[config.mk]
export PLATFORM = sky130hd
export DESIGN_NAME = mul_partial_product_combiner
export DESIGN_NICKNAME = d
export VERILOG_FILES = /design/src/rtl/mul_partial_product_combiner.sv
export SDC_FILE = /design/constraint.sdc
export NUM_CORES = 1
export LEC_CHECK = 0
export CORE_UTILIZATION = 49
export CTS_BUF_LIST = sky130_fd_sc_hd__clkbuf_8
export CTS_CLUSTER_DIAMETER = 200
export DETAILED_ROUTE_END_ITERATION = 7
export GPL_TIMING_DRIVEN = 0
export PLACE_DENSITY_LB_ADDON = 0.1
export SLEW_MARGIN = 20
export SYNTH_ARGS = -nofsm -noshare
export SYNTH_HDL_FRONTEND = slang
export SYNTH_SLANG_ARGS = --single-unit
[constraint.sdc]
create_clock -name i_clk -period 3 [get_ports i_clk]
set_input_delay 0.9 -clock i_clk [delete_from_list [all_inputs] [get_ports i_clk]]
set_output_delay 0.9 -clock i_clk [all_outputs]
set_load 0.01 [all_outputs]
[src/rtl/mul_partial_product_combiner.sv]
// rtl/mul_partial_product_combiner.sv - two-stage reducer of four 16x16 partial products into a 64-bit product
// Optional MUL_COMBINER_STATS_EN adds o_stat_ops, a count of completed output handshakes.
module mul_partial_product_combiner (
  input  logic        i_clk,
  input  logic        i_reset,
  input  logic        i_in_valid,
  output logic        o_in_ready,
  input  logic [31:0] i_in_p1,
  input  logic [31:0] i_in_p2,
  input  logic [31:0] i_in_p3,
  input  logic [31:0] i_in_p4,
  input  logic        i_in_src1_signed,
  input  logic        i_in_src2_signed,
  input  logic        i_in_sel_hi,
  output logic        o_out_valid,
  input  logic        i_out_ready,
  output logic [63:0] o_out_product,
  output logic [31:0] o_out_result
`ifdef MUL_COMBINER_STATS_EN
  ,
  output logic [31:0] o_stat_ops
`endif
);

  logic        w_advance;
  logic [33:0] w_p2_ext;
  logic [33:0] w_p3_ext;
  logic [33:0] w_mid_sum;
  logic [63:0] w_mid_shift;
  logic [63:0] w_product;

  logic        r_s1_valid;
  logic [31:0] r_s1_p1;
  logic [31:0] r_s1_p4;
  logic [33:0] r_s1_mid;
  logic        r_s1_sel_hi;
  logic        r_out_valid;
  logic [63:0] r_out_product;
  logic [31:0] r_out_result;

  // Whole pipe stalls as one unit; the slot only frees when the output is empty or taken.
  assign w_advance  = ~r_out_valid | i_out_ready;
  assign o_in_ready = w_advance | i_reset;

  // Cross terms are summed at 34 bits so signed/unsigned mixes keep their true value.
  assign w_p2_ext  = {{2{i_in_src2_signed & i_in_p2[31]}}, i_in_p2};
  assign w_p3_ext  = {{2{i_in_src1_signed & i_in_p3[31]}}, i_in_p3};
  assign w_mid_sum = w_p2_ext + w_p3_ext;

  assign w_mid_shift = {{14{r_s1_mid[33]}}, r_s1_mid, 16'h0000};
  assign w_product   = {r_s1_p4, r_s1_p1} + w_mid_shift;

  always_ff @(posedge i_clk) begin
    if (i_reset) begin
      r_s1_valid    <= 1'b0;
      r_s1_p1       <= '0;
      r_s1_p4       <= '0;
      r_s1_mid      <= '0;
      r_s1_sel_hi   <= 1'b0;
      r_out_valid   <= 1'b0;
      r_out_product <= '0;
      r_out_result  <= '0;
    end else if (w_advance) begin
      r_s1_valid    <= i_in_valid;
      r_s1_p1       <= i_in_p1;
      r_s1_p4       <= i_in_p4;
      r_s1_mid      <= w_mid_sum;
      r_s1_sel_hi   <= i_in_sel_hi;
      r_out_valid   <= r_s1_valid;
      r_out_product <= w_product;
      r_out_result  <= r_s1_sel_hi ? w_product[63:32] : w_product[31:0];
    end
  end

  assign o_out_valid   = r_out_valid;
  assign o_out_product = r_out_product;
  assign o_out_result  = r_out_result;

`ifdef MUL_COMBINER_STATS_EN
  logic [31:0] r_stat_ops;

  always_ff @(posedge i_clk) begin
    if (i_reset) begin
      r_stat_ops <= '0;
    end else if (r_out_valid && i_out_ready) begin
      r_stat_ops <= r_stat_ops + 32'd1;
    end
  end

  assign o_stat_ops = r_stat_ops;
`endif

endmodule

# After elaboration in Yosys (flattened, before gate mapping)
# Index checks and enable logic that the tools add are counted.
# Widths: inputs -> output; s select.
# op_classes
addsub	2
n_mux	1
bitwise_logic	5
# op_table
op	count
$add 64x64->64	1
$add 33x33->34	1
$mux 32	1
$and 1x1->1	2
$or 1x1->1	2
$not 1->1	1
# totals
ff_bits	197
inputBits	135
elab_cells	16

# Longest topological paths before layout
# logic_depth
depth_word	3
mapped_depth	12

# Worst setup path after synthesis
# No wires, ideal clock.
# synth_timing
path_type	input to register
startpoint	input i_in_p2[0]
endpoint	register r_s1_mid[22]
setup_ns	0.128
t_arrival_ns	3.035
setup_slack_ns	-0.163
stages	12
n_path_buf	0
cell_sequence	ha_1 > inv_1 > fa_1 > nor2b_1 > o21ai_0 > a21oi_1 > o211ai_1 > and3b_1 > or2_2 > o31ai_1 > xnor2_1 > o21ai_0
# synth_via
elab_chain_len	1
# synth_lines
element	line	source
start: declaration	9	input logic [31:0] i_in_p2,
$add 33x33->34	48	assign w_mid_sum = w_p2_ext + w_p3_ext;
end signal: assignment	67	r_s1_mid <= w_mid_sum;
end: declaration	35	logic [33:0] r_s1_mid;
# No other way between the ends.
# A chain may end at the register's enable or synchronous reset.

# Worst setup path after layout
# layout_timing
startpoint	input i_in_p2[3]
endpoint	register r_s1_mid[31]
# The elaborated chain is that of the path after synthesis.

==> impl_metrics.py <==
metrics = {
    "global_routing": {
        "grt_pass1_vias": 11424,
        "grt_overflow": 0,
        "grt_pass1_wl_mm": 62.91,
        "grt_usage": 0.3410,
        "antenna_found_initial": 1,
        "grt_start_max_net_pins": 23,
    },
    "critical_path": {
        "r2r-end": "o_out_result[6]",
        "r2r-start": "r_s1_p1[19]",
        "r2r_cells": 10,
        "endpoint_kind": "register",
        "required_ns": 3.45,
        "crit_type": "input port to register",
        "cp-startpoint": "i_in_p2[3]",
        "reg2reg_slack_ns": 0.04,
        "worstSetupStartpointType": "input port",
        "critPathMaxFanout": 4,
        "crit_arrival_ns": 3.45,
    },
    "outcome": {
        "status": "finished with violations",
        "violations": "setup timing",
    },
    "pwr": {
        "powerDensity_nw_per_um2": 483.9,
        "vdd_drop_max_mv": 0.2742,
        "p_leak_nw": 6.654,
    },
    "drt": {
        "wl_mm": 41.79,
        "first_pass_iters": 6,
        "remaining_drc_errors": 0,
        "post_drt_wl_per_cell_um": 20.29,
        "ant_nets": 0,
        "vias": 12213,
        "via_per_inst": 5.929,
        "drt_iter0_markers": 876,
    },
    "sta": {
        "relSlewSlack": 0.3429,
        "slew_violations": 0,
        "fin_crit_ns": 3.006,
        "setup_viol": 1,
        "worstMarginPinSlew_ns": 0.9857,
        "fin_ws_ns": -0.006497,
        "min_period_over_period": 1.002,
        "fmax_ghz": 0.3326,
        "rsz0062_at_grt": "yes",
        "clock_skew_ns": 0.02104,
        "final-hold-violation-count": 0,
    },
    "place": {
        "post_dp_cell_area_um2": 14130,
        "port_buffers": 231,
        "place_congestion": 0.9171,
        "hpwlAfterDp_mm": 31.31,
    },
    "final_layout": {
        "post-route-util": 0.6935,
        "layout_common_cells": "nand2_1 (304), a21oi_1 (198), clkdlybuf4s50_1 (197)",
        "final_cell_area_um2": 15750,
        "drive_gt1_frac": 0.1274,
        "layout_commonest_cell": "nand2_1",
        "area_growth_pct": 38.03,
        "final.fill_count": 1880,
        "finalNetCount": 1978,
    },
    "clock_network": {
        "path_clk_slew_ns": 0.12,
        "root_buffer": "clkbuf_8",
        "cts.path.max_buffers": 2,
        "cts_tree": "done",
        "h-tree-depth": 4,
        "clock_latency_ns": 0.52,
        "numCtsBuffers": 17,
        "postCtsHoldBufs": 0,
        "clock-sinks": 197,
    },
    "floorplanning": {
        "rows": 55,
        "core-area_um2": 22710,
        "initial_core_util": 0.5024,
        "ios": 233,
        "die_area_um2": 23900,
        "die_y_um": 154.6,
        "die-width_um": 154.6,
    },
    "min_path": {
        "whs_endpoint": "o_out_product[7]",
        "min_from": "o_out_product[7]",
        "min_path_type": "register to register",
        "hold_depth": 2,
    },
    "synthesis": {
        "synth_cell_types": 80,
        "synth-main-ff-cell": "dfxtp_1",
        "syn_inst": 1470,
        "yosysSeqAreaShare": 0.3457,
        "ys_warn_count": 0,
        "syn-num-nets": 1687,
        "async_flop_share": 0,
        "syn-mean-instance-area_um2": 7.762,
        "synth-seq-cells": 197,
        "synth_edf_count": 0,
        "netlist_area_um2": 11410,
    },
    "run": {
        "maxCapViolCount": 0,
    },
}
synth_stat cells (6+ instances only):
library cell	count	share of area
nor2b_1	8	0.0044
a21o_1	47	0.031
nand2_1	310	0.10
nand3_1	22	0.0097
mux2i_1	6	0.0053
nand2b_1	6	0.0033
or3_1	8	0.0044
ha_1	80	0.088
o21bai_1	10	0.0066
inv_1	28	0.0092
o21ai_1	6	0.0026
a31oi_1	15	0.0082
o21ai_0	63	0.028
dfxtp_1	197	0.35
a211oi_1	37	0.024
o211ai_1	10	0.0066
and3_1	9	0.0049
o21a_1	8	0.0053
nor3b_1	6	0.0039
buf_1	8	0.0026
a22o_1	11	0.0084
xor2_1	30	0.023
buf_2	8	0.0035
a21oi_1	208	0.091
nor2_1	96	0.032
xnor2_1	33	0.025
clkbuf_1	72	0.024
nand4_1	13	0.0071
a31o_2	8	0.0061
nor3_1	16	0.0070
and2_1	8	0.0044
cells by family (layout without fill, tap and decap cells):
group	count (synthesis)	count (layout)	synth area share
buffers and inverters	118	422	0.03992
and+or+nand+nor	515	515	0.1925
xor gates and xnor gates	63	63	0.04836
other	0	1	0
AOI/OAI and AO/OA	487	487	0.2748
adders and majority gates	82	82	0.09124
muxes	8	8	0.007566
DFF	197	197	0.3457
layer usage:
layer | track usage | vias to the layer above | share of wire
met4 | 0.1641 | 0 | 0.051
met3 | 0.06332 | 138 | 0.074
met1 | 0.4207 | 5744 | 0.40
li1 | - | 5794 | -
met5 | 0 | - | 0
met2 | 0.5727 | 537 | 0.47
worst max-delay path, stage by stage:
cell,delay [ns]
clkdlybuf4s50_1,0.46
ha_4,0.33
o21ai_4,0.07
nor2_4,0.13
o21ai_4,0.11
a31oi_4,0.25
a41o_1,0.30
a2111o_1,0.26
nand4_1,0.17
a2111o_1,0.41
nand3_1,0.07
what timing repair did:
action	in CTS	in global routing
pin swaps	43	37
buffers inserted	26	19
setup endpoints to repair	51	58
endpoints found under the hold margin	0	0
gates resized for setup	104	110
area by class of cell:
| cell class | instances | area, µm² | share of cell area |
|---|---|---|---|
| multi-input cells | 1155 | 7845 | 0.4981 |
| flip-flops and latches | 197 | 3963 | 0.2516 |
| repair buffers | 276 | 2660 | 0.1689 |
| plain buffers | 86 | 387.9 | 0.02463 |
| well taps | 285 | 356.6 | 0.02264 |
| clock buffers | 17 | 234.0 | 0.01486 |
| clock inverters | 15 | 195.2 | 0.01239 |
| inverters | 28 | 105.1 | 0.006674 |
| diodes | 1 | 2.502 | 0.0001589 |
stage by stage:
step                      instances  total power [mW]  setup WS (ns)   TNS [ns]  hold WS, ns
after floorplan                1470             4.441        0.01606          0       0.4291
after global placement         1986             5.430        -0.9326     -45.00       0.4388
after detailed placement       1986             5.462        -0.9597     -48.79       0.4433
after CTS                      2041             7.392       -0.05131   -0.05131       0.4603
after global routing           2059             7.932       -0.06245    -0.5074       0.4768
final                          2060             7.621      -0.006497  -0.006497       0.4574
power breakdown:
part / internal, mW / switching, mW / total [mW] / leakage [nW]
sequential: 2.89 / 0.218 / 3.11 / 1.64
combinational: 1.23 / 1.44 / 2.66 / 4.80
clock: 0.660 / 1.19 / 1.85 / 0.214
how the worst max path moves through the flow:
stage | end | slack, ns | depth (start not counted)
after CTS | o_in_ready | -0.05 | 6
after floorplan | r_s1_mid[20] | 0.02 | 12
final | r_s1_mid[31] | -0.006 | 11
after global placement | o_in_ready | -0.93 | 7
after global routing | r_s1_mid[22] | -0.06 | 13
after detailed placement | r_s1_mid[29] | -0.96 | 11
sequential cells by signal, indices dropped and copies added, names as in the netlist:
| signal | flops |
|---|---|
| o_out_product | 64 |
| o_out_result | 32 |
| o_out_valid | 1 |
| r_s1_mid | 34 |
| r_s1_p1 | 32 |
| r_s1_p4 | 32 |
| r_s1_sel_hi | 1 |
| r_s1_valid | 1 |
Note: power is estimated with default switching activity, not from simulation.
